`config.mk`:
```
export PLATFORM = sky130hd
export DESIGN_NAME = fpu_div_sqrt
export DESIGN_NICKNAME = d
export VERILOG_FILES = /design/src/rtl/fpu_div_sqrt.sv
export SDC_FILE = /design/constraint.sdc
export NUM_CORES = 1
export LEC_CHECK = 0
export ABC_CLOCK_PERIOD_IN_PS = 11850
export CORE_MARGIN = 3
export CORE_UTILIZATION = 35
export DETAILED_ROUTE_END_ITERATION = 8
export SETUP_SLACK_MARGIN = 0.3
export SYNTH_ARGS = -nofsm -noshare
export SYNTH_HDL_FRONTEND = slang
export SYNTH_SLANG_ARGS = --single-unit
export TNS_END_PERCENT = 5
```
`constraint.sdc`:
```
create_clock -name clk -period 11.85 [get_ports clk]
set_input_delay 2.37 -clock clk [delete_from_list [all_inputs] [get_ports clk]]
set_output_delay 2.37 -clock clk [all_outputs]
set_load 0.02 [all_outputs]
```
`src/rtl/fpu_div_sqrt.sv`:
```
// fpu_div_sqrt: iterative parametrised IEEE-754 divide / square-root unit with RISC-V fflags
// Ports: clk, reset (async, active-high); valid_in/ready_in request handshake with op, rm, frm, a, b;
//        valid_out/ready_out result handshake with result and fflags {NV,DZ,OF,UF,NX}.
module fpu_div_sqrt #(
    parameter int EXP_WIDTH = 8,
    parameter int MAN_WIDTH = 23,
    localparam int W = 1 + EXP_WIDTH + MAN_WIDTH
) (
    input  logic         clk,
    input  logic         reset,
    input  logic         valid_in,
    output logic         ready_in,
    input  logic [4:0]   op,
    input  logic [2:0]   rm,
    input  logic [2:0]   frm,
    input  logic [W-1:0] a,
    input  logic [W-1:0] b,
    output logic         valid_out,
    input  logic         ready_out,
    output logic [W-1:0] result,
    output logic [4:0]   fflags
);
    localparam int XW = EXP_WIDTH + 2;
    localparam int QW = MAN_WIDTH + 3;
    localparam int RW = MAN_WIDTH + 6;
    localparam int CW = $clog2(QW);
    localparam logic [4:0] OP_DIV = 5'd10;
    localparam logic [4:0] OP_SQRT = 5'd11;
    localparam logic [2:0] RNE = 3'b000, RDN = 3'b010, RUP = 3'b011, RMM = 3'b100;
    localparam logic [4:0] F_NV = 5'b10000, F_DZ = 5'b01000;
    localparam logic signed [XW-1:0] BIAS = XW'(2 ** (EXP_WIDTH - 1) - 1);
    localparam logic signed [XW-1:0] EMAX = XW'(2 ** EXP_WIDTH - 1);
    localparam logic signed [XW-1:0] EONE = 1;
    localparam logic [EXP_WIDTH-1:0] EONES = '1;
    localparam logic [W-1:0] QNAN = {1'b0, EONES, 1'b1, {(MAN_WIDTH - 1){1'b0}}};
    localparam logic [CW-1:0] LAST = CW'(QW - 1);

    typedef enum logic [2:0] {IDLE, PRENORM, SETUP, ITER, POSTNORM, ROUND, DONE} state_t;
    state_t state_q, state_d;

    logic                    sa, sb;
    logic [EXP_WIDTH-1:0]    ea_f, eb_f;
    logic [MAN_WIDTH-1:0]    fa, fb;
    logic                    a_ez, b_ez, a_zero, b_zero, a_inf, b_inf, a_nan, b_nan, a_snan, b_snan;
    logic                    is_sqrt, acc, spc;
    logic [2:0]              rm_e;
    logic [W-1:0]            spc_res;
    logic [4:0]              spc_flg;

    logic                    sign_q, sqrt_q, spc_q, stk_q;
    logic [2:0]              rm_q;
    logic signed [XW-1:0]    e_q, eb_q;
    logic [MAN_WIDTH+1:0]    ma_q;
    logic [MAN_WIDTH:0]      mb_q;
    logic [RW-1:0]           rem_q;
    logic [2*QW-1:0]         rad_q;
    logic [QW-1:0]           q_q;
    logic [CW-1:0]           cnt_q;
    logic [W-1:0]            res_q;
    logic [4:0]              flg_q;

    assign {sa, ea_f, fa} = a;
    assign {sb, eb_f, fb} = b;
    assign a_ez    = ea_f == '0;
    assign b_ez    = eb_f == '0;
    assign a_zero  = a_ez & (fa == '0);
    assign b_zero  = b_ez & (fb == '0);
    assign a_inf   = (&ea_f) & (fa == '0);
    assign b_inf   = (&eb_f) & (fb == '0);
    assign a_nan   = (&ea_f) & (|fa);
    assign b_nan   = (&eb_f) & (|fb);
    assign a_snan  = a_nan & !fa[MAN_WIDTH-1];
    assign b_snan  = b_nan & !fb[MAN_WIDTH-1];
    assign is_sqrt = op == OP_SQRT;
    assign rm_e    = (rm == 3'b111) ? frm : rm;
    assign acc     = valid_in & (state_q == IDLE) & ((op == OP_DIV) | is_sqrt);

    // Operands whose result is fixed by IEEE rules bypass the datapath entirely.
    always_comb begin
        spc     = 1'b1;
        spc_res = QNAN;
        spc_flg = '0;
        if (rm_e > RMM) spc_flg = F_NV;
        else if (is_sqrt) begin
            if (a_nan) spc_flg = a_snan ? F_NV : 5'b0;
            else if (a_zero) spc_res = {sa, {(W - 1){1'b0}}};
            else if (sa) spc_flg = F_NV;
            else if (a_inf) spc_res = {1'b0, EONES, {MAN_WIDTH{1'b0}}};
            else spc = 1'b0;
        end else begin
            if (a_nan | b_nan) spc_flg = (a_snan | b_snan) ? F_NV : 5'b0;
            else if ((a_zero & b_zero) | (a_inf & b_inf)) spc_flg = F_NV;
            else if (a_inf) spc_res = {sa ^ sb, EONES, {MAN_WIDTH{1'b0}}};
            else if (b_zero) begin
                spc_res = {sa ^ sb, EONES, {MAN_WIDTH{1'b0}}};
                spc_flg = F_DZ;
            end else if (b_inf | a_zero) spc_res = {sa ^ sb, {(W - 1){1'b0}}};
            else spc = 1'b0;
        end
    end

    // Prenormalisation finishes when the shift being applied sets the hidden bit(s).
    logic pn_done;
    assign pn_done = !ma_q[MAN_WIDTH] ? ma_q[MAN_WIDTH-1] & (sqrt_q | mb_q[MAN_WIDTH]) : mb_q[MAN_WIDTH-1];

    // Setup: keep the quotient in [1,2) for divide and make the exponent even for sqrt.
    logic                 lt;
    logic signed [XW-1:0] ue, su_e;
    logic [MAN_WIDTH+1:0] su_ma;
    assign lt    = ma_q < {1'b0, mb_q};
    assign ue    = e_q - BIAS;
    assign su_ma = (sqrt_q ? ue[0] : lt) ? ma_q << 1 : ma_q;
    assign su_e  = sqrt_q ? (ue >>> 1) + BIAS : lt ? e_q - eb_q + BIAS - EONE : e_q - eb_q + BIAS;

    // One restoring step: divide compares against the divisor, sqrt against {root, 01}.
    logic [RW-1:0] rx, trial, it_rem;
    logic          div_ge, sq_ge, it_ge;
    assign rx     = {rem_q[RW-3:0], rad_q[2*QW-1 -: 2]};
    assign trial  = RW'({q_q, 2'b01});
    assign div_ge = rem_q >= RW'(mb_q);
    assign sq_ge  = rx >= trial;
    assign it_ge  = sqrt_q ? sq_ge : div_ge;
    assign it_rem = sqrt_q ? (sq_ge ? rx - trial : rx) : ((div_ge ? rem_q - RW'(mb_q) : rem_q) << 1);

    // Rounding of {integer, fraction, guard, round} plus sticky.
    logic [MAN_WIDTH:0]   man, mr;
    logic [MAN_WIDTH+1:0] sum;
    logic                 g, r, nx, inc, of, tiny, ovf_inf;
    logic signed [XW-1:0] er;
    logic [W-1:0]         rnd_res;
    assign man  = q_q[QW-1:2];
    assign g    = q_q[1];
    assign r    = q_q[0];
    assign nx   = g | r | stk_q;
    assign inc  = (rm_q == RNE) ? g & (r | stk_q | man[0]) :
                  (rm_q == RDN) ? sign_q & nx :
                  (rm_q == RUP) ? !sign_q & nx :
                  (rm_q == RMM) ? g : 1'b0;
    assign sum  = {1'b0, man} + {{(MAN_WIDTH + 1){1'b0}}, inc};
    assign mr   = sum[MAN_WIDTH+1] ? sum[MAN_WIDTH+1:1] : sum[MAN_WIDTH:0];
    assign er   = e_q + {{(XW - 1){1'b0}}, sum[MAN_WIDTH+1]};
    assign tiny = !mr[MAN_WIDTH];
    assign of   = !tiny & (er >= EMAX);
    assign ovf_inf = (rm_q == RNE) | (rm_q == RMM) | ((rm_q == RUP) & !sign_q) | ((rm_q == RDN) & sign_q);
    assign rnd_res = !of ? {sign_q, tiny ? {EXP_WIDTH{1'b0}} : er[EXP_WIDTH-1:0], mr[MAN_WIDTH-1:0]} :
                     ovf_inf ? {sign_q, EONES, {MAN_WIDTH{1'b0}}} :
                     {sign_q, EONES - 1'b1, {MAN_WIDTH{1'b1}}};

    always_comb begin
        state_d = state_q;
        case (state_q)
            IDLE:     if (acc) state_d = spc ? ROUND : (a_ez | (!is_sqrt & b_ez)) ? PRENORM : SETUP;
            PRENORM:  if (pn_done) state_d = SETUP;
            SETUP:    state_d = ITER;
            ITER:     if (cnt_q == LAST) state_d = (e_q < EONE) ? POSTNORM : ROUND;
            POSTNORM: if ((e_q == '0) | (q_q[QW-1:1] == '0)) state_d = ROUND;
            ROUND:    state_d = DONE;
            DONE:     if (ready_out) state_d = IDLE;
            default:  state_d = IDLE;
        endcase
    end

    always_ff @(posedge clk or posedge reset) begin
        if (reset) state_q <= IDLE;
        else state_q <= state_d;
    end

    always_ff @(posedge clk or posedge reset) begin
        if (reset) begin
            sign_q <= 1'b0;
            sqrt_q <= 1'b0;
            spc_q  <= 1'b0;
            stk_q  <= 1'b0;
            rm_q   <= '0;
            e_q    <= '0;
            eb_q   <= '0;
            ma_q   <= '0;
            mb_q   <= '0;
            rem_q  <= '0;
            rad_q  <= '0;
            q_q    <= '0;
            cnt_q  <= '0;
            res_q  <= '0;
            flg_q  <= '0;
        end else begin
            case (state_q)
                IDLE: if (acc) begin
                    sign_q <= !is_sqrt & (sa ^ sb);
                    sqrt_q <= is_sqrt;
                    spc_q  <= spc;
                    rm_q   <= rm_e;
                    e_q    <= {2'b00, ea_f} | XW'(a_ez);
                    eb_q   <= {2'b00, eb_f} | XW'(b_ez);
                    ma_q   <= {1'b0, !a_ez, fa};
                    mb_q   <= {!b_ez, fb};
                    res_q  <= spc_res;
                    flg_q  <= spc_flg;
                end
                PRENORM: if (!ma_q[MAN_WIDTH]) begin
                    ma_q <= ma_q << 1;
                    e_q  <= e_q - EONE;
                end else begin
                    mb_q <= mb_q << 1;
                    eb_q <= eb_q - EONE;
                end
                SETUP: begin
                    e_q   <= su_e;
                    rem_q <= sqrt_q ? '0 : RW'(su_ma);
                    rad_q <= {su_ma, {(MAN_WIDTH + 4){1'b0}}};
                    q_q   <= '0;
                    cnt_q <= '0;
                end
                ITER: begin
                    q_q   <= {q_q[QW-2:0], it_ge};
                    rem_q <= it_rem;
                    rad_q <= rad_q << 2;
                    stk_q <= |it_rem;
                    cnt_q <= cnt_q + 1'b1;
                end
                POSTNORM: begin
                    q_q   <= q_q >> 1;
                    stk_q <= stk_q | q_q[0];
                    e_q   <= e_q + EONE;
                end
                ROUND: if (!spc_q) begin
                    res_q <= rnd_res;
                    flg_q <= {2'b00, of, tiny & nx, nx | of};
                end
                default: ;
            endcase
        end
    end

    assign ready_in  = state_q == IDLE;
    assign valid_out = state_q == DONE;
    assign result    = res_q;
    assign fflags    = flg_q;
endmodule

```
# After elaboration in Yosys (flattened, before gate mapping)
# Index checks and enable logic that the tools add are counted.
# W data, S select, Z words.
[word_totals]
elab_cells = 215
reg_bits = 228
input_bits = 79
out_inout_bits = 39
[classes]
magnitude_cmp = 6
n_bitwise = 41
n_reduce_logical = 33
addsub = 13
n_mux = 84
n_eq_ne = 21
[ops]
columns = ["operator", "count"]
rows = [
  ["$mux W32", 11],
  ["$pmux W52 S2", 1],
  ["$mux W25", 4],
  ["$mux W24", 4],
  ["$pmux W26 S3", 1],
  ["$pmux W32 S2", 1],
  ["$mux W10", 6],
  ["$mux W29", 2],
  ["$pmux W29 S2", 1],
  ["$mux W5", 11],
  ["$pmux W25 S2", 1],
  ["$pmux W24 S2", 1],
  ["$logic_not A23 Y1", 2],
  ["$mux W23", 2],
  ["$reduce_or A23 Y1", 2],
  ["$pmux W10 S4", 1],
  ["$mux W31", 1],
  ["$sub A10 B2 Y10 const B", 3],
  ["$ge A29 B24 Y1", 1],
  ["$ge A29 B28 Y1", 1],
  ["$reduce_or A29 Y1", 1],
  ["$sub A29 B28 Y29", 1],
  ["$mux W28", 1],
  ["$sub A28 B24 Y28", 1],
  ["other kinds (44)", 137],
]

# Depth between registers and ports, before layout
# Gate-level depths: netlist (run 1).
[depth]
depth_word = 13
mapped_depth = 24
mapped_depth_nobuf = 22

# Least setup slack after synthesis (run 1)
# OpenSTA, ideal clock, no wires.
[synth_timing]
path_kind = "reg-to-reg"
from = "reg rm_q[0]"
to = "reg res_q[2], in the netlist result[2]"
required_time_ns = 11.732
setup_ns = 0.118
path_stages_with_launch = 25
path_buffers = 2
path_slack_ns = 6.927
arrival_time_ns = 4.805
cell_sequence = "dfrtp_1 > xnor2_1 > nor3b_1 > o21ai_0 > a221oi_1 > ha_1 > ha_1 > nand2_1 > or3_1 > clkbuf_1 > nor4_1 > ha_1 > ha_1 > nand3_1 > nor2_1 > xor2_1 > nand4_1 > o31ai_1 > a21oi_1 > nor2b_1 > inv_1 > o21ai_1 > clkbuf_1 > a21oi_1 > a21o_1"
[synth_between]
elab_chain_len = 12
[synth_rtl]
columns = ["element", "line_no", "text"]
rows = [
  ["start, declared", "51", "logic [2:0] rm_q;"],
  ["start signal, assigned", "191", "rm_q <= rm_e;"],
  ["$eq A3 B3 Y1", "138, 144", ""],
  ["$mux W1", "138", "(rm_q == RMM) ? g : 1'b0;"],
  ["$mux W1", "137", "(rm_q == RUP) ? !sign_q & nx :"],
  ["$mux W1", "136", "(rm_q == RDN) ? sign_q & nx :"],
  ["$mux W1", "135", "assign inc = (rm_q == RNE) ? g & (r | stk_q | man[0]) :"],
  ["$add A24 B1 Y25", "139", "assign sum = {1'b0, man} + {{(MAN_WIDTH + 1){1'b0}}, inc};"],
  ["$add A10 B1 Y10", "141", "assign er = e_q + {{(XW - 1){1'b0}}, sum[MAN_WIDTH+1]};"],
  ["$ge A10 B9 Y1", "143", "assign of = !tiny & (er >= EMAX);"],
  ["$and A1 B1 Y1", "143", ""],
  ["$mux W31 (*)", "145", "assign rnd_res = !of ? {sign_q, tiny ? {EXP_WIDTH{1'b0}} : er[EXP_WIDTH-1:0], mr[MAN_WIDTH-1:0]} :"],
  ["$mux W32 (*)", "225", "ROUND: if (!spc_q) begin"],
  ["$pmux W32 S2 (*)", "186", "case (state_q)"],
  ["end signal, assigned", "196", "res_q <= spc_res;"],
  ["end signal, assigned", "226", "res_q <= rnd_res;"],
  ["end, declared", "59", "logic [W-1:0] res_q;"],
]
# Every way passes the cells marked *; elsewhere a longest branch is shown, timed or not. The select of a mux whose other input is x is not followed.
# A chain may end at the register's enable or synchronous reset.

# Worst setup path after layout (run 1)
[layout_timing]
from = "reg rm_q[0]"
to = "reg res_q[22], in the netlist result[22]"
# The elaborated chain is that of the path after synthesis.

==> results.md, run 1 <==
- Number of synthesized register bits: 200
- Asr flop ratio synth: 100%
- Pre-antenna DRT Iters: 6
- Hold Path Class: flip-flop to flip-flop
- Total Wirelength: 59.1 mm
- Clock transition at path regs: approximately 0.080 ns
- Unique masters post-synth: 86
- Synth Net Count: approximately 2400
- Tot GR Track Use: between 20% and 30%
- First DRT Iteration DRCs: ~1700
- CTS tree: built
- Status: completed
- P&R area growth vs syn: 12.9%
- Net Sw Frac: a little over half
- Post-CTS Setup Bufs: 0
- Cell internal pwr: roughly 3.1 mW
- Number of flops mapped to enable cells by yosys: 0
- Core Box Area: ~47000 sq um
- WHS: just under 0.5 ns
- Peak VDD IR: 194 uV
- Crit Path Class: flip-flop to flip-flop
- Synth Instances: 2165
- Clock share of power: between 9 and 10%
- Util after Layout: 40.5%
- TNS Setup: 0 ns
- Sequential-to-total area share from yosys stat: between 20 and 30%
- Final Max Tran Viols: 0
- Pin count of the biggest net entering global routing: 74
- Seq pwr share: 21.5%
- CP startpoint kind: flip-flop
- Routed via count: 17000
- Final Hold Fails: 0
- Mapped Area: approximately 17000 sq um
- CTS root buffer: clkbuf_16
- PwrDens: 349 nW/um^2
- Slew margin rel.: 13.7%
- Synth Flop Type: dfrtp_1
- Post-DR wirelength/cell: about 21 um
- Hold Buf Count CTS: 0
- Max H-tree Level: 4
- IO Pins: around 120
- Final period util: between 50 and 60%
- Clock latency on the worst-skew pair: approximately 0.48 ns
- Post-cts resize count: 0
- Vias in the first global route: ~16000
- Finish-stage setup viols: 0
- Post-Syn Area per Cell: 7.82 sq um
- Gate power share: 68.8%
- Max-cap violations: 0
- Antenna violations before repair: 1
- Final Skew: 0.0188 ns
- NetSw: approximately 3.6 mW
- Die Y: 226 um
- Post-route antenna net violation count: 0
- Total congestion overflow: 0
- Hpwl dp: approximately 45 mm
- Synth warnings: 0
- Layout cells sized above 1: 4.83%
- # port buffers: approximately 120
- CP max FO: 23
- Post-layout nets: 2366
- P_leak: ~8 nW
- Gpl congestion: 0.965
- # DRC: 0
- Clock buffer depth: 2
- DIE AREA: just over 50000 sq um
- Initial Utilization: 35.9%
- Fmax achieved: 161 MHz
- Ant diodes: 0
- Tmin final: 6.21 ns
- First-pass GRT wire length: around 90 mm
- Slew at the pin with the worst max-slew slack: 1.29 ns
- Crit path DAT: around 6.6 ns
- FILL cells: around 4700
- Setup crit end kind: flip-flop
- RSZ-0062 raised after global routing: no
- Total CTS buffers: 17
- WP data required: around 12 ns
- Row count: a little under 80
- Drt via density: a little over 6
- Die span in x: roughly 230 um
- Clk sinks: 200
power by group through the flow:
stage               logic [mW]  clock network (mW)  registers [mW]
floorplan                 3.45                   0            1.24
global route              5.06               0.685            1.48
global placement          4.47                   0            1.43
detailed placement        4.51                   0            1.44
finish                    4.59               0.644            1.44
CTS                       4.53               0.657            1.42
metal layers:
layer / part of all wire, % / vias up / track usage, %
li1: - / 7982 / -
met1: 44 / 8252 / 31.4
met2: 46 / 638 / 36.4
met3: 6.3 / 122 / 3.51
met4: 3.4 / 2 / 8.57
met5: 0.022 / - / 0
worst max-delay path: stages (launching register included):
cell	delay, ns
dfrtp_1	0.42
xnor2_1	0.14
nor3b_1	0.24
o21ai_0	0.13
a221oi_1	0.29
ha_1	0.25
ha_1	0.24
nand2_1	0.14
or3_1	0.53
nor4_1	0.25
buf_4	0.21
ha_1	0.22
ha_1	0.30
nand3_1	0.15
nor2_1	0.17
xor2_1	0.20
nand4_1	0.12
o31ai_1	0.09
a21oi_1	0.15
nor2b_1	0.16
buf_4	0.25
inv_1	0.12
o21ai_1	0.99
a21oi_1	0.08
a211o_1	0.27
cells by family after synthesis:
| logic type | count (synthesis) | share of synthesized area, % |
|---|---|---|
| compound gates | 727 | 27.1 |
| mux | 63 | 3.78 |
| xor+xnor | 109 | 5.64 |
| simple gates | 717 | 20.0 |
| flops | 200 | 29.6 |
| buf+inv | 243 | 5.92 |
| fa+ha+maj | 106 | 7.93 |
metrics by stage:
| stage | total power [mW] | cell area [sq um] | instances | worst slack [ns] |
|---|---|---|---|---|
| finish | 6.67 | 19100 | 2801 | 5.64 |
| global route | 7.22 | 19100 | 2801 | 4.87 |
| CTS | 6.61 | 19100 | 2801 | 5.67 |
| detailed placement | 5.94 | 18500 | 2769 | 5.73 |
| global placement | 5.90 | 18500 | 2769 | 5.89 |
| floorplan | 4.69 | 16900 | 2165 | 4.03 |
layout by cell type (no fill, tap or decap), drive strengths merged, types with 13 or more instances in the layout:
| cell type | synthesis | routed |
|---|---|---|
| a211oi | 16 | 16 |
| a21o | 35 | 35 |
| a21oi | 186 | 186 |
| a221oi | 35 | 35 |
| a22oi | 33 | 33 |
| a31oi | 55 | 55 |
| and3 | 33 | 33 |
| buf | 38 | 28 |
| clkbuf | 110 | 18 |
| clkdlybuf4s50 | 0 | 117 |
| dfrtp | 200 | 200 |
| ha | 104 | 104 |
| inv | 93 | 98 |
| mux2i | 56 | 56 |
| nand2 | 249 | 249 |
| nand2b | 14 | 14 |
| nand3 | 63 | 63 |
| nand4 | 34 | 34 |
| nor2 | 160 | 160 |
| nor3 | 55 | 55 |
| nor4 | 34 | 34 |
| o211ai | 24 | 24 |
| o21ai | 211 | 211 |
| o22ai | 35 | 35 |
| or2 | 13 | 13 |
| or3 | 16 | 16 |
| xnor2 | 72 | 72 |
| xor2 | 37 | 37 |
cells in the mapped netlist (24+ instances only):
library cell  count  area, sq um
a21o_1           35          263
a21oi_1         182          911
a221oi_1         34          298
a22oi_1          32          240
a31oi_1          55          344
and3_1           33          206
clkbuf_1        110          413
dfrtp_1         200         5000
ha_1            104         1300
inv_1            93          349
mux2i_1          56          561
nand2_1         249          935
nand3_1          63          315
nand4_1          34          213
nor2_1          159          597
nor3_1           54          270
nor4_1           34          213
o211ai_1         24          180
o21ai_0         198          991
o22ai_1          35          219
xnor2_1          72          631
xor2_1           37          324
registers in the layout (all words and copies together), names as in the netlist, 3 cells and up:
register	cells
q_q	26
ma_q	24
rem_q	29
e_q	10
rad_q	25
fflags	5
state_q	3
result	32
cnt_q	5
rm_q	3
mb_q	24
eb_q	10
final timing paths:
check                                       from                     end  slack, ns  cells past startpoint
setup / recovery             rm_q[0]$_DFFE_PP0P_  result[22]$_DFFE_PP0P_       5.64                     24
hold / removal             result[4]$_DFFE_PP0P_   result[4]$_DFFE_PP0P_       0.48                      1
setup reg to reg             rm_q[0]$_DFFE_PP0P_  result[22]$_DFFE_PP0P_       5.64                     24
hold reg to reg            result[4]$_DFFE_PP0P_   result[4]$_DFFE_PP0P_       0.48                      1
max in group asynchronous                  reset      sqrt_q$_DFFE_PP0P_       7.97                      3
min in group asynchronous                  reset    rem_q[9]$_DFFE_PP0P_       2.38                      2
layout make-up:
class / count / area, sq um / share of cell area (%)
Inverter: 95 / 364 / 1.91
Clock buffer: 18 / 439 / 2.30
Multi-Input combinational cell: 1722 / 11000 / 57.4
Timing Repair Buffer: 145 / 1380 / 7.23
Sequential cell: 200 / 5010 / 26.2
Clock inverter: 14 / 188 / 0.983
Tap cell: 607 / 759 / 3.98
Power figures use the tool's default switching activity.
==> run 2: changes to the inputs <==
ABC_CLOCK_PERIOD_IN_PS = 5300   (was 11850)
clock period = 5.3 ns   (was 11.85 ns; I/O delays follow)
==> results.md, run 2 (same netlist as run 1, synthesis figures left out) <==
- Drt via density: 6.01 (was 6.07)
- First DRT Iteration DRCs: 1691 (was 1660)
- Clk sinks: 200 (unchanged)
- Clock latency on the worst-skew pair: 0.48 ns (about the same)
- Fmax achieved: 211 MHz (was 161 MHz)
- P_leak: 8.11 nW (was 8.03 nW)
- Crit path DAT: 5.07 ns (was 6.58 ns)
- Pin count of the biggest net entering global routing: 127 (was 74)
- Initial Utilization: 35.9% (unchanged)
- Tmin final: 4.73 ns (was 6.21 ns)
- PwrDens: 776 nW/um^2 (was 349 nW/um^2)
- Commonest non-fill, non-tap cell in the layout: nand2_1 (unchanged)
- RSZ-0062 raised after global routing: yes (was no)
- Crit Path Class: flip-flop to flip-flop (unchanged)
- Vias in the first global route: 16100 (about the same)
- Total CTS buffers: 17 (unchanged)
- Hold Buf Count CTS: 0 (unchanged)
- Crit-path cells: inv_1 -> ha_1 -> nand4_1 -> nor3_1 -> o211ai_1 -> a2111oi_4 -> or2_2 -> buf_4 -> mux2_2 -> a22oi_1 -> nor4bb_1 -> o2111a_1 -> nand4_1 -> o32a_1 (was xnor2_1 -> nor3b_1 -> o21ai_0 -> a221oi_1 -> ha_1 -> ha_1 -> nand2_1 -> or3_1 -> nor4_1 -> buf_4 -> ha_1 -> ha_1 -> nand3_1 -> nor2_1 -> xor2_1 -> nand4_1 -> o31ai_1 -> a21oi_1 -> nor2b_1 -> buf_4 -> inv_1 -> o21ai_1 -> a21oi_1 -> a211o_1)
- Peak VDD IR: 328 uV (was 194 uV)
- CTS tree: built (unchanged)
- Max reg flops: 32 (unchanged)
- Hpwl dp: 45.6 mm (was 44.5 mm)
- Core Box Area: 47100 sq um (unchanged)
- Hold Path Class: flip-flop to flip-flop (unchanged)
- CP peak stage delay: 0.55 ns (was 0.99 ns)
- Slew at the pin with the worst max-slew slack: 1.13 ns (was 1.29 ns)
- Clock transition at path regs: 0.08 ns (about the same)
- First-pass GRT wire length: 93.3 mm (was 92.5 mm)
- Max-cap violations: 0 (unchanged)
- IO Pins: 118 (unchanged)
- Most frequent cells in the layout: 246 x nand2_1, 198 x o21ai_0, 198 x dfrtp_1 (was 247 x nand2_1, 198 x o21ai_0, 198 x dfrtp_1)
- Tot GR Track Use: 23.2% (was 22.9%)
- # DRC: 0 (unchanged)
- CTS root buffer: clkbuf_16 (unchanged)
- Slew margin rel.: 24.5% (was 13.7%)
- Die span in x: 226 um (unchanged)
- Status: completed (unchanged)
- Clock buffer depth: 2 (unchanged)
- Post-layout nets: 2387 (was 2366)
- CP max FO: 11 (was 23)
- Max H-tree Level: 4 (unchanged)
- Pre-antenna DRT Iters: 5 (was 6)
- DIE AREA: 51000 sq um (unchanged)
- Final Hold Fails: 0 (unchanged)
- FILL cells: 4757 (was 4731)
- Die Y: 226 um (unchanged)
- Total congestion overflow: 0 (unchanged)
- Finish-stage setup viols: 0 (unchanged)
- WP data required: 5.64 ns (was 12.22 ns)
- Antenna violations before repair: 0 (was 1)
- TNS Setup: 0 ns (unchanged)
- Dpl cell area: 18600 sq um (was 18500 sq um)
- Util after Layout: 40.9% (was 40.5%)
- P&R area growth vs syn: 13.9% (was 12.9%)
- Post-DR wirelength/cell: 21.2 um (was 21.1 um)
- Final Max Tran Viols: 0 (unchanged)
- Final Skew: 0.0217 ns (was 0.0188 ns)
- CP most frequent cell: nand4_1 (was ha_1)
- Post-route antenna net violation count: 0 (unchanged)
- Row count: 79 (unchanged)
- Slowest CP cell: dfrtp_1 (was o21ai_1)
- Fin area: 19300 sq um (was 19100 sq um)
- Gpl congestion: 0.967 (was 0.965)
- # port buffers: 117 (unchanged)
- Routed via count: 17000 (about the same)
- Sequential cell area: 5010 sq um (unchanged)
- Pwr Total: 15.0 mW (was 6.67 mW)
- Total Wirelength: 59.8 mm (was 59.1 mm)
- Layout cells sized above 1: 6.19% (was 4.83%)
- CP startpoint kind: flip-flop (unchanged)
- Area occupied by multi-input gates: 11000 sq um (about the same)
- Ant diodes: 0 (unchanged)
- Setup crit end kind: flip-flop (unchanged)
- Final period util: 89.3% (was 52.4%)
run 2: timing repair:
item | in CTS | in global routing
setup buffers | 0 | 7
cloned | 0 | 1
endpoints found under the setup margin | 30 | 32
gates resized for setup | 7 | 8
hold endpoints to repair | 0 | 0
pin swaps | 0 | 5
run 2: path summary, 6_finish.rpt:
check	slack (ns)	from	end	cells after the start
min in group asynchronous	1.06	reset	rem_q[9]$_DFFE_PP0P_	3
worst max register to register	0.57	q_q[11]$_DFFE_PP0P_	stk_q$_DFFE_PP0P_	14
worst max-delay path	0.57	q_q[11]$_DFFE_PP0P_	stk_q$_DFFE_PP0P_	14
max in group asynchronous	3.49	reset	sqrt_q$_DFFE_PP0P_	3
worst min-delay path	0.48	rad_q[28]$_DFFE_PP0P_	rad_q[28]$_DFFE_PP0P_	2
worst min register to register	0.48	rad_q[28]$_DFFE_PP0P_	rad_q[28]$_DFFE_PP0P_	2
run 2: area by class of cell:
cell class | count | share of cell area (%)
multi-input combinational | 1722 | 57.2
sequential | 200 | 26.0
timing repair buffer | 166 | 8.12
tap | 607 | 3.94
clock buffer | 18 | 2.23
inverter | 95 | 1.87
clock inverter | 14 | 0.701
run 2: per-stage QoR:
stage	hold slack, ns	instances	setup WS, ns
2_1_floorplan	0.441	2165	0.377
3_3_place_gp	0.460	2782	0.150
4_1_cts	0.485	2814	0.313
5_1_grt	0.509	2822	0.263
3_5_place_dp	0.465	2782	0.0615
6_report	0.482	2822	0.567
run 2: routing by layer:
| metal | vias up | GRT usage [%] | share of wire [%] | wire length [um] |
|---|---|---|---|---|
| li1 | 8018 | - | - | - |
| met1 | 8270 | 31.7 | 44 | 26300 |
| met2 | 588 | 37.0 | 47 | 28000 |
| met3 | 97 | 3.96 | 6.2 | 3690 |
| met4 | 0 | 8.30 | 3.0 | 1820 |
| met5 | - | 0 | 0 | 0 |
run 2: where the power goes:
part	switching, mW	total [mW]	internal (mW)
combinational	6.39	10.5	4.07
sequential	1.00	3.18	2.18
clock	0.691	1.32	0.625
run 2: worst max-delay path, delay by kind of cell, from the launching register on:
family                   cells  cell delay [ns]
AND/OR/NAND/NOR              5             1.27
multiplexers                 1             0.33
adder cells (fa/ha/maj)      1             0.52
buffers and inverters        2             0.39
AO/OA/AOI/OAI                5             1.53
flip-flops                   1             0.55
==> run 3: changes to the inputs <==
==> constraint.sdc (replaced) <==
create_clock -name clk -period 5.3 [get_ports clk]
set_input_delay 1.59 -clock clk [delete_from_list [all_inputs] [get_ports clk]]
set_output_delay 1.59 -clock clk [all_outputs]
set_load 0.02 [all_outputs]
==> results.md, run 3 (same netlist as run 1, synthesis figures left out) <==
- Met3 Track Usage GR: 2.39% (was 3.96%)
- DIE AREA: 51000 sq um (unchanged)
- Pre-antenna DRT Iters: 8 (was 5)
- Slowest CP cell: dfrtp_1 (unchanged)
- # DRC: 0 (unchanged)
- Tmin final: 4.77 ns (was 4.73 ns)
- Peak VDD IR: 446 uV (was 328 uV)
- Gate power share: 69.5% (was 69.9%)
- Commonest non-fill, non-tap cell in the layout: nand2_1 (unchanged)
- Max-cap violations: 0 (unchanged)
- CTS root buffer: clkbuf_16 (unchanged)
- Tot GR Track Use: 23.1% (was 23.2%)
- Die Y: 226 um (unchanged)
- Net Sw Frac: 54.0% (about the same)
- Hold Path Class: flip-flop to flip-flop (unchanged)
- CP startpoint kind: flip-flop (unchanged)
- Hpwl dp: 45.1 mm (was 45.6 mm)
- P&R area growth vs syn: 14.1% (was 13.9%)
- Final Max Tran Viols: 0 (unchanged)
- Met2 usage: 37.6% (was 37.0%)
- Setup crit end kind: flip-flop (unchanged)
- Crit-path cells: inv_1 -> ha_1 -> nand4_1 -> nor3_1 -> o211ai_1 -> a2111oi_4 -> or2_1 -> mux2_2 -> a22oi_1 -> nor4bb_1 -> o2111a_1 -> nand4_1 -> o32a_1 (was inv_1 -> ha_1 -> nand4_1 -> nor3_1 -> o211ai_1 -> a2111oi_4 -> or2_2 -> buf_4 -> mux2_2 -> a22oi_1 -> nor4bb_1 -> o2111a_1 -> nand4_1 -> o32a_1)
- TNS Setup: 0 ns (unchanged)
- CTS tree: built (unchanged)
- Slew at the pin with the worst max-slew slack: 1.20 ns (was 1.13 ns)
- Slew margin rel.: 20.0% (was 24.5%)
- Total Wirelength: 59.9 mm (was 59.8 mm)
- Max H-tree Level: 4 (unchanged)
- IO Pins: 118 (unchanged)
- Final Skew: 0.0165 ns (was 0.0217 ns)
- CP most frequent cell: nand4_1 (unchanged)
- Pin count of the biggest net entering global routing: 92 (was 127)
- CP max FO: 13 (was 11)
- CP bufs+invs: 1 (was 2)
- Initial Utilization: 35.9% (unchanged)
- Status: completed (unchanged)
- Final Hold Fails: 0 (unchanged)
- GRT busiest layer: met2 (unchanged)
- Post-layout nets: 2387 (unchanged)
- WHS: 0.481 ns (was 0.482 ns)
- # port buffers: 117 (unchanged)
- Dpl ws: 0.0959 ns (was 0.0615 ns)
- Finish-stage setup viols: 0 (unchanged)
- Routed via count: 17300 (was 17000)
- Final period util: 90.0% (was 89.3%)
- Crit Path Class: flip-flop to flip-flop (unchanged)
- Ant diodes: 0 (unchanged)
- Util after Layout: 40.9% (about the same)
- Gpl congestion: 0.965 (was 0.967)
- Die span in x: 226 um (unchanged)
- Family with the most delay on the worst path: compound AO/OA/AOI/OAI gates (unchanged)
- Core Box Area: 47100 sq um (unchanged)
- Fmax achieved: 210 MHz (was 211 MHz)
- Layout cells sized above 1: 6.23% (was 6.19%)
- First DRT Iteration DRCs: 1629 (was 1691)
- Worst Slack Setup Final: 0.529 ns (was 0.567 ns)
- Crit path DAT: 5.12 ns (was 5.07 ns)
- PwrDens: 779 nW/um^2 (was 776 nW/um^2)
- Drt via density: 6.12 (was 6.01)
- Clk sinks: 200 (unchanged)
- Hold Buf Count CTS: 0 (unchanged)
- Layout Cells excl Fill: 2822 (unchanged)
- RSZ-0062 raised after global routing: no (was yes)
- Clock latency on the worst-skew pair: 0.48 ns (about the same)
- Antenna violations before repair: 0 (unchanged)
- Row count: 79 (unchanged)
- Post-DR wirelength/cell: 21.2 um (about the same)
- Clock share of power: 9.2% (was 8.8%)
- Met1 Use GR: 32.1% (was 31.7%)
- WP data required: 5.65 ns (was 5.64 ns)
- Max reg flops: 32 (unchanged)
- Clock buffer depth: 2 (unchanged)
- Clock transition at path regs: 0.08 ns (about the same)
- Most frequent cells in the layout: 247 x nand2_1, 198 x o21ai_0, 198 x dfrtp_1 (was 246 x nand2_1, 198 x o21ai_0, 198 x dfrtp_1)
- Vias in the first global route: 16200 (was 16100)
- Post-route antenna net violation count: 0 (unchanged)
- Total CTS buffers: 17 (unchanged)
- First-pass GRT wire length: 93.5 mm (was 93.3 mm)
- Cell internal pwr: 6.92 mW (was 6.87 mW)
- Seq pwr share: 21.2% (was 21.3%)
- CP peak stage delay: 0.54 ns (was 0.55 ns)
- Placed cells: 2784 (was 2782)
- P_leak: 8.12 nW (was 8.11 nW)
- NetSw: 8.11 mW (was 8.08 mW)
- Total congestion overflow: 0 (unchanged)
-- run 3: worst reg2reg max path, delay by kind of cell (launching register included) --
kind | cells | cell delay [ns]
simple gates | 5 | 1.38
compound gates | 5 | 1.60
buf+inv | 1 | 0.20
flops | 1 | 0.54
mux | 1 | 0.41
fa+ha+maj | 1 | 0.53
-- run 3: worst paths after layout --
kind / from / end / slack (ns) / depth (start not counted)
max: q_q[11]$_DFFE_PP0P_ / stk_q$_DFFE_PP0P_ / 0.53 / 13
min: rad_q[28]$_DFFE_PP0P_ / rad_q[28]$_DFFE_PP0P_ / 0.48 / 2
max reg2reg: q_q[11]$_DFFE_PP0P_ / stk_q$_DFFE_PP0P_ / 0.53 / 13
min reg2reg: rad_q[28]$_DFFE_PP0P_ / rad_q[28]$_DFFE_PP0P_ / 0.48 / 2
max in group asynchronous: reset / result[24]$_DFFE_PP0P_ / 2.81 / 3
min in group asynchronous: reset / rem_q[9]$_DFFE_PP0P_ / 1.44 / 2
-- run 3: what timing repair did --
| action | CTS | global route |
|---|---|---|
| pin swaps | 0 | 5 |
| resized for setup | 6 | 9 |
| setup buffers | 0 | 5 |
| endpoints found under the setup margin | 30 | 30 |
| gates cloned | 0 | 1 |
-- run 3: area by class of cell --
class	count	area, sq um
Multi-Input combinational cell	1722	11000
Clock buffer	17	425
Timing Repair Buffer	166	1560
Tap cell	607	759
Fill cell	4764	27800
Sequential cell	200	5010
Clock inverter	15	180
Inverter	95	360
-- run 3: per-stage QoR --
step                      cell area (sq um)  power, mW
after CTS                             19200       14.8
final                                 19300       15.0
after detailed placement              18600       13.4
after global placement                18600       13.2
after floorplan                       16900       10.5
after global routing                  19300       16.2
-- run 3: metal layers --
metal / part of all wire (%) / vias up
li1: - / 8016
met1: 45 / 8507
met2: 47 / 646
met3: 5.6 / 105
met4: 2.8 / 0
met5: 0 / -
-- run 3: power by group through the flow --
stage	Clock (mW)	Combinational, mW	Sequential [mW]
CTS	1.42	10.3	3.16
global route	1.47	11.5	3.28
detailed placement	0	10.2	3.18
global placement	0	10.1	3.15
finish	1.39	10.5	3.19
floorplan	0	7.71	2.77
